===== src/rtl/msg_buffer_pkg.sv =====
// msg_buffer_pkg: character codes and FSM encodings shared by the message buffer
package msg_buffer_pkg;
  localparam logic [7:0] CHAR_CR        = 8'h0D;
  localparam logic [7:0] CHAR_BS        = 8'h08;
  localparam logic [7:0] CHAR_ESC       = 8'h1B;
  localparam logic [7:0] CHAR_SPACE     = 8'h20;
  localparam logic [7:0] CHAR_PRINT_MIN = 8'h20;
  localparam logic [7:0] CHAR_PRINT_MAX = 8'h7E;
  typedef enum logic {IDLE, CLEAR} main_state_e;
  typedef enum logic [1:0] {E_IDLE, E_START, E_DONE} echo_state_e;
  function automatic logic is_printable(input logic [7:0] c);
    return c >= CHAR_PRINT_MIN && c <= CHAR_PRINT_MAX;
  endfunction
endpackage


===== src/rtl/msg_buffer_echo_fifo.sv =====
// echo_fifo: small synchronous FIFO holding bytes waiting to be echoed
module echo_fifo #(
  parameter int W = 8,
  parameter int D = 4
) (
  input  logic         clk_in,
  input  logic         nrst,
  input  logic         push,
  input  logic         pop,
  input  logic [W-1:0] din,
  output logic         full,
  output logic         empty,
  output logic [W-1:0] head
);
  localparam int AW = $clog2(D);
  logic [W-1:0] mem_q [D];
  logic [AW-1:0] wp_q, wp_d, rp_q, rp_d;
  logic [AW:0] cnt_q, cnt_d;
  logic do_push, do_pop;
  assign empty = cnt_q == '0;
  assign full = cnt_q == (AW+1)'(D);
  assign head = mem_q[rp_q];
  assign do_pop = pop && !empty;
  assign do_push = push && (!full || do_pop);
  // pointer and occupancy bookkeeping; a simultaneous push and pop leaves the count unchanged
  always_comb begin
    wp_d = do_push ? wp_q + AW'(1) : wp_q;
    rp_d = do_pop ? rp_q + AW'(1) : rp_q;
    cnt_d = (do_push && !do_pop) ? cnt_q + (AW+1)'(1) : (!do_push && do_pop) ? cnt_q - (AW+1)'(1) : cnt_q;
  end
  // pointer/count registers
  always_ff @(posedge clk_in or negedge nrst) begin
    if (!nrst) begin
      wp_q <= '0;
      rp_q <= '0;
      cnt_q <= '0;
    end else begin
      wp_q <= wp_d;
      rp_q <= rp_d;
      cnt_q <= cnt_d;
    end
  end
  // storage needs no reset; empty gates every read
  always_ff @(posedge clk_in) begin
    if (do_push) mem_q[wp_q] <= din;
  end
endmodule


===== src/rtl/msg_buffer.sv =====
// msg_buffer: 16-character line buffer with editing keys, clear sequence and UART echo
module msg_buffer
  import msg_buffer_pkg::*;
#(
  parameter bit         ECHO_EN   = 1'b1,
  parameter logic [7:0] FILL_CHAR = 8'h20
) (
  input  logic       clk_in,
  input  logic       nrst,
  input  logic       rx_valid,
  input  logic [7:0] rx_byte,
  input  logic [3:0] rd_pos,
  output logic [7:0] rd_char,
  output logic [3:0] wr_ptr,
  output logic       busy,
  output logic       rx_drop,
  output logic       tx_transmit,
  output logic [7:0] tx_byte,
  input  logic       tx_busy,
  output logic       echo_ovf
);
  main_state_e state_q, state_d;
  echo_state_e e_state_q, e_state_d;
  logic [7:0] buf_q [16];
  logic [3:0] wr_ptr_q, wr_ptr_d, idx_q, idx_d, wa;
  logic [7:0] wd, rd_char_q, tx_byte_q, tx_byte_d, head;
  logic we, acc, push, pop, full, empty;
  logic rx_drop_q, rx_drop_d, tx_transmit_q, tx_transmit_d, echo_ovf_q, echo_ovf_d;
  assign rd_char = rd_char_q;
  assign wr_ptr = wr_ptr_q;
  assign busy = state_q == CLEAR;
  assign rx_drop = rx_drop_q;
  assign tx_transmit = tx_transmit_q;
  assign tx_byte = tx_byte_q;
  assign echo_ovf = echo_ovf_q;
  assign push = ECHO_EN && acc;
  // byte decode in IDLE, sequential fill sweep in CLEAR
  always_comb begin
    state_d = state_q;
    wr_ptr_d = wr_ptr_q;
    idx_d = idx_q;
    we = 1'b0;
    wa = wr_ptr_q;
    wd = rx_byte;
    acc = 1'b0;
    rx_drop_d = 1'b0;
    if (state_q == CLEAR) begin
      we = 1'b1;
      wa = idx_q;
      wd = FILL_CHAR;
      idx_d = idx_q + 4'd1;
      state_d = idx_q == 4'd15 ? IDLE : CLEAR;
      rx_drop_d = rx_valid;
    end else if (rx_valid) begin
      if (is_printable(rx_byte)) begin
        we = 1'b1;
        wr_ptr_d = wr_ptr_q + 4'd1;
        acc = 1'b1;
      end else if (rx_byte == CHAR_CR) begin
        wr_ptr_d = 4'd0;
        acc = 1'b1;
      end else if (rx_byte == CHAR_BS) begin
        acc = 1'b1;
        if (wr_ptr_q != 4'd0) begin
          we = 1'b1;
          wa = wr_ptr_q - 4'd1;
          wd = FILL_CHAR;
          wr_ptr_d = wr_ptr_q - 4'd1;
        end
      end else if (rx_byte == CHAR_ESC) begin
        wr_ptr_d = 4'd0;
        idx_d = 4'd0;
        state_d = CLEAR;
        acc = 1'b1;
      end
    end
  end
  // echo handshake: pop and request, wait for the UART to start, then wait for it to finish
  always_comb begin
    e_state_d = e_state_q;
    pop = 1'b0;
    tx_transmit_d = 1'b0;
    tx_byte_d = tx_byte_q;
    case (e_state_q)
      E_IDLE: if (!empty && !tx_busy) begin
        pop = 1'b1;
        tx_transmit_d = 1'b1;
        tx_byte_d = head;
        e_state_d = E_START;
      end
      E_START: if (tx_busy) e_state_d = E_DONE;
      E_DONE: if (!tx_busy) e_state_d = E_IDLE;
      default: e_state_d = E_IDLE;
    endcase
    echo_ovf_d = push && full && !pop;
  end
  // control and output registers
  always_ff @(posedge clk_in or negedge nrst) begin
    if (!nrst) begin
      state_q <= IDLE;
      e_state_q <= E_IDLE;
      wr_ptr_q <= 4'd0;
      idx_q <= 4'd0;
      rd_char_q <= 8'd0;
      tx_byte_q <= 8'd0;
      tx_transmit_q <= 1'b0;
      rx_drop_q <= 1'b0;
      echo_ovf_q <= 1'b0;
    end else begin
      state_q <= state_d;
      e_state_q <= e_state_d;
      wr_ptr_q <= wr_ptr_d;
      idx_q <= idx_d;
      rd_char_q <= buf_q[rd_pos];
      tx_byte_q <= tx_byte_d;
      tx_transmit_q <= tx_transmit_d;
      rx_drop_q <= rx_drop_d;
      echo_ovf_q <= echo_ovf_d;
    end
  end
  // character store, forced to the fill value whenever reset is asserted
  always_ff @(posedge clk_in or negedge nrst) begin
    if (!nrst) begin
      for (int i = 0; i < 16; i++) buf_q[i] <= FILL_CHAR;
    end else if (we) begin
      buf_q[wa] <= wd;
    end
  end
  echo_fifo #(.W(8), .D(4)) u_fifo (
    .clk_in(clk_in),
    .nrst(nrst),
    .push(push),
    .pop(pop),
    .din(rx_byte),
    .full(full),
    .empty(empty),
    .head(head)
  );
endmodule

===== config.mk =====
export PLATFORM = sky130hd
export DESIGN_NAME = msg_buffer
export DESIGN_NICKNAME = d
export VERILOG_FILES = /design/src/rtl/msg_buffer_pkg.sv /design/src/rtl/msg_buffer_echo_fifo.sv /design/src/rtl/msg_buffer.sv
export SDC_FILE = /design/constraint.sdc
export NUM_CORES = 1
export LEC_CHECK = 0
export CELL_PAD_IN_SITES_DETAIL_PLACEMENT = 1
export CELL_PAD_IN_SITES_GLOBAL_PLACEMENT = 1
export CORE_ASPECT_RATIO = 0.8
export CORE_MARGIN = 1
export CORE_UTILIZATION = 47
export CTS_CLUSTER_DIAMETER = 30
export DETAILED_ROUTE_END_ITERATION = 16
export PLACE_DENSITY_LB_ADDON = 0.1
export SETUP_SLACK_MARGIN = 0.02
export SLEW_MARGIN = 20
export SYNTH_ARGS = -nofsm -noshare
export SYNTH_HDL_FRONTEND = slang
export SYNTH_SLANG_ARGS = --single-unit

===== constraint.sdc =====
create_clock -name clk_in -period 2.65 [get_ports clk_in]
set_input_delay 0.3975 -clock clk_in [delete_from_list [all_inputs] [get_ports clk_in]]
set_output_delay 0.3975 -clock clk_in [all_outputs]
set_load 0.02 [all_outputs]

==> flow_metrics.tcl <==
set metrics [dict create \
    place_area_mm2 0.0105 \
    ys_types 63 \
    diodes 0 \
    area_growth_pct 28.2 \
    fin_area_mm2 0.0116 \
    fin_setup_tns_ns -0.0524 \
    yosys_warnings 0 \
    timing.final.crit_share_pct 101 \
    wirelength_um 22900 \
    ioPinCount 40 \
    finalSetupViolCount 4 \
    synth_top_area_share_pct 41.4 \
    cp.required_ns 2.96 \
    power.total_mw 10.1 \
    synthesis.area_mm2 0.00901 \
    seq_area_frac_synth_pct 56.7 \
    rsz0062_at_grt "yes" \
    root_buffer "clkbuf_16" \
    overflow 0 \
    synth-seq-cells 197 \
    drt_iter0_drc 254 \
    portBuffers 39 \
    maxCapViolations 0 \
    met2_wirelength_um 11300 \
    dp_hpwl_um 14600 \
    cts_max_path_buffers 2 \
    h-tree-depth 4 \
    dieArea_mm2 0.0197 \
    cp-start-kind "flop" \
    rows 44 \
    fin_skew_ns 0.0186 \
    yosys.area.top_type "dfrtp_1" \
    violations "negative setup slack" \
    viasPerCell 5.65 \
    critPathKind "flop to flop" \
    first_pass_iters 4 \
    slew_headroom_pct 47.7 \
    avgRoutedWirePerCell_um 23.9 \
    leakage_nw 5.02 \
    ant_nets 0 \
    worst-path-buf-inv 2 \
    path_max_fanout 8 \
    synthCells 545 \
    endpoint_kind "flop" \
    worst_slew_pin_slew_ns 0.781 \
    die_w_um 157 \
    crit_top_cell "nand4_4" \
    ys_top_cells_by_count "149 x dfrtp_1, 121 x mux2_2, 48 x mux4_2, 32 x edfxtp_1" \
    wl_met3_um 843 \
    start_util_pct 48.9 \
    grt.total_usage_pct 25.1 \
    final_nets 714 \
    antenna_found_initial 0 \
    grt_pass1_wl_um 36400 \
    met1Wirelength_um 10500 \
    grt_pass1_vias 6211 \
    async_reset_ff_share_pct 83.8 \
    finalHoldViolations 0 \
    peakVddDrop_uv 410 \
    cp_cell_sequence "inv_2, ha_4, or3b_4, nand4_4, mux2i_2, o22ai_1, buf_4, nand4_4, mux2_2" \
    clock.fmax_mhz 373 \
    grt_max_degree 108 \
    drive_above_1_share_pct 53.8 \
    crit_cells 9 \
    status "finished with violations" \
    routed.top_layer "met4" \
    cpLargestDelayFamily "simple AND/OR/NAND/NOR gates" \
    slowest_delay_ns 0.45 \
    place_congestion 0.750 \
    power_density_mw_per_mm2 878 \
    synth.top_cells.by_area "dfrtp_1 41%, mux2_2 15%, mux4_2 12%" \
    vias 5395 \
    min_period_ns 2.68 \
    syn_area_per_cell_um2 16.5 \
    slew_viol_final 0 \
    clk_latency_ns 0.44 \
    yosysMostFrequentCell "dfrtp_1" \
    cts.sinks 197 \
    hp-class "input pin to async pin" \
    synth-edff-count 32 \
    core_mm2 0.0184 \
    synthFlopType "dfrtp_1" \
    reg2reg_depth 9 \
    synth_nets 570 \
    die_h_um 126 \
    numCtsBuffers 17 \
    cts_tree "built" \
    drc 0 \
    clk_pin_slew_ns 0.08 \
    cp.arrival_ns 2.98 \
    setup_slack_ns -0.0280 \
    cp_slowest_cell "dfrtp_2" \
]
## where the power goes
part	internal [mW]	switching (mW)	total (mW)
clock	1.34	1.26	2.60
combinational	1.78	1.29	3.06
sequential	3.90	0.568	4.47
## cell families after synthesis
logic type	share of synthesized area, %
mux	27.6
fa+ha+maj	1.33
flops	56.7
compound gates	3.32
buf+inv	1.76
simple gates	8.32
xor+xnor	0.972
## cell usage in the layout (no fill, tap or decap), types with 3 or more instances in the layout
| cell type | netlist | routed |
|---|---|---|
| buf_6 | 0 | 10 |
| edfxtp_1 | 32 | 32 |
| nand3_1 | 3 | 3 |
| dfrtp_1 | 149 | 147 |
| clkbuf_16 | 0 | 17 |
| nor2b_1 | 12 | 10 |
| dlygate4sd2_1 | 0 | 8 |
| o21ai_0 | 10 | 10 |
| buf_4 | 2 | 84 |
| and2_1 | 16 | 16 |
| a31oi_1 | 3 | 3 |
| nor2_1 | 8 | 6 |
| mux4_2 | 48 | 48 |
| xor2_1 | 5 | 5 |
| mux2_4 | 0 | 31 |
| buf_12 | 0 | 17 |
| dfstp_2 | 16 | 16 |
| inv_6 | 0 | 4 |
| nor4b_4 | 3 | 4 |
| nor4_4 | 4 | 5 |
| mux2_2 | 121 | 90 |
| clkdlybuf4s50_1 | 0 | 28 |
| inv_1 | 11 | 9 |
| inv_8 | 0 | 3 |
| nand4_4 | 8 | 9 |
| xnor2_1 | 5 | 4 |
| nand2_1 | 4 | 4 |
| ha_1 | 8 | 6 |
## layout make-up
cell class	count	area, µm²
fill	1667	6890
sequential	197	5110
multi-input combinational	311	4020
timing repair buffer	150	1460
clock buffer	17	425
tap	253	317
clock inverter	15	169
inverter	12	45.0
## sequential cells by signal, summed over array words and instances, names as in the netlist, 3 cells and up
name / cells
tx_byte: 8
wr_ptr: 4
buf_q: 128
idx_q: 4
rd_char: 8
u_fifo.cnt_q: 3
u_fifo.mem_q: 32
## routing by layer
layer,track usage [%],up-vias
li1,-,2366
met1,36.2,2918
met2,39.2,91
met3,4.34,20
met4,7.04,0
met5,0,-
## per-stage QoR
| stage | setup WS (ns) | util, % | cells | hold WS [ns] |
|---|---|---|---|---|
| finish | -0.0280 | 62.6 | 955 | 0.362 |
| floorplan | -0.0685 | - | 545 | 0.102 |
| CTS | 0.00263 | 61.3 | 941 | 0.353 |
| global route | -0.128 | 62.6 | 955 | 0.360 |
| detailed placement | -0.687 | 56.9 | 893 | 0.260 |
| global placement | -0.590 | 56.9 | 893 | 0.253 |
## worst paths after layout
check                                    startpoint                  endpoint  slack [ns]
setup / recovery              wr_ptr[1]$_DFFE_PN0P_     buf_q[20]$_DFFE_PN0P_       -0.03
hold / removal                                 nrst    tx_byte[0]$_DFFE_PN0N_        0.36
setup reg to reg              wr_ptr[1]$_DFFE_PN0P_     buf_q[20]$_DFFE_PN0P_       -0.03
hold reg to reg            e_state_q[1]$_DFFE_PN0P_  e_state_q[0]$_DFFE_PN0P_        0.49
max in group asynchronous                      nrst      rd_char[7]$_DFF_PN0_        1.45
min in group clk_in        e_state_q[1]$_DFFE_PN0P_  e_state_q[0]$_DFFE_PN0P_        0.49
## what timing repair did
item                       CTS  global route
buffers inserted            15            14
hold endpoints to repair    17             0
pin swaps                   16            13
gates resized for setup     25            32
hold buffers                 1             0
setup endpoints to repair  122           117
Note: power is estimated with default switching activity, not from simulation.
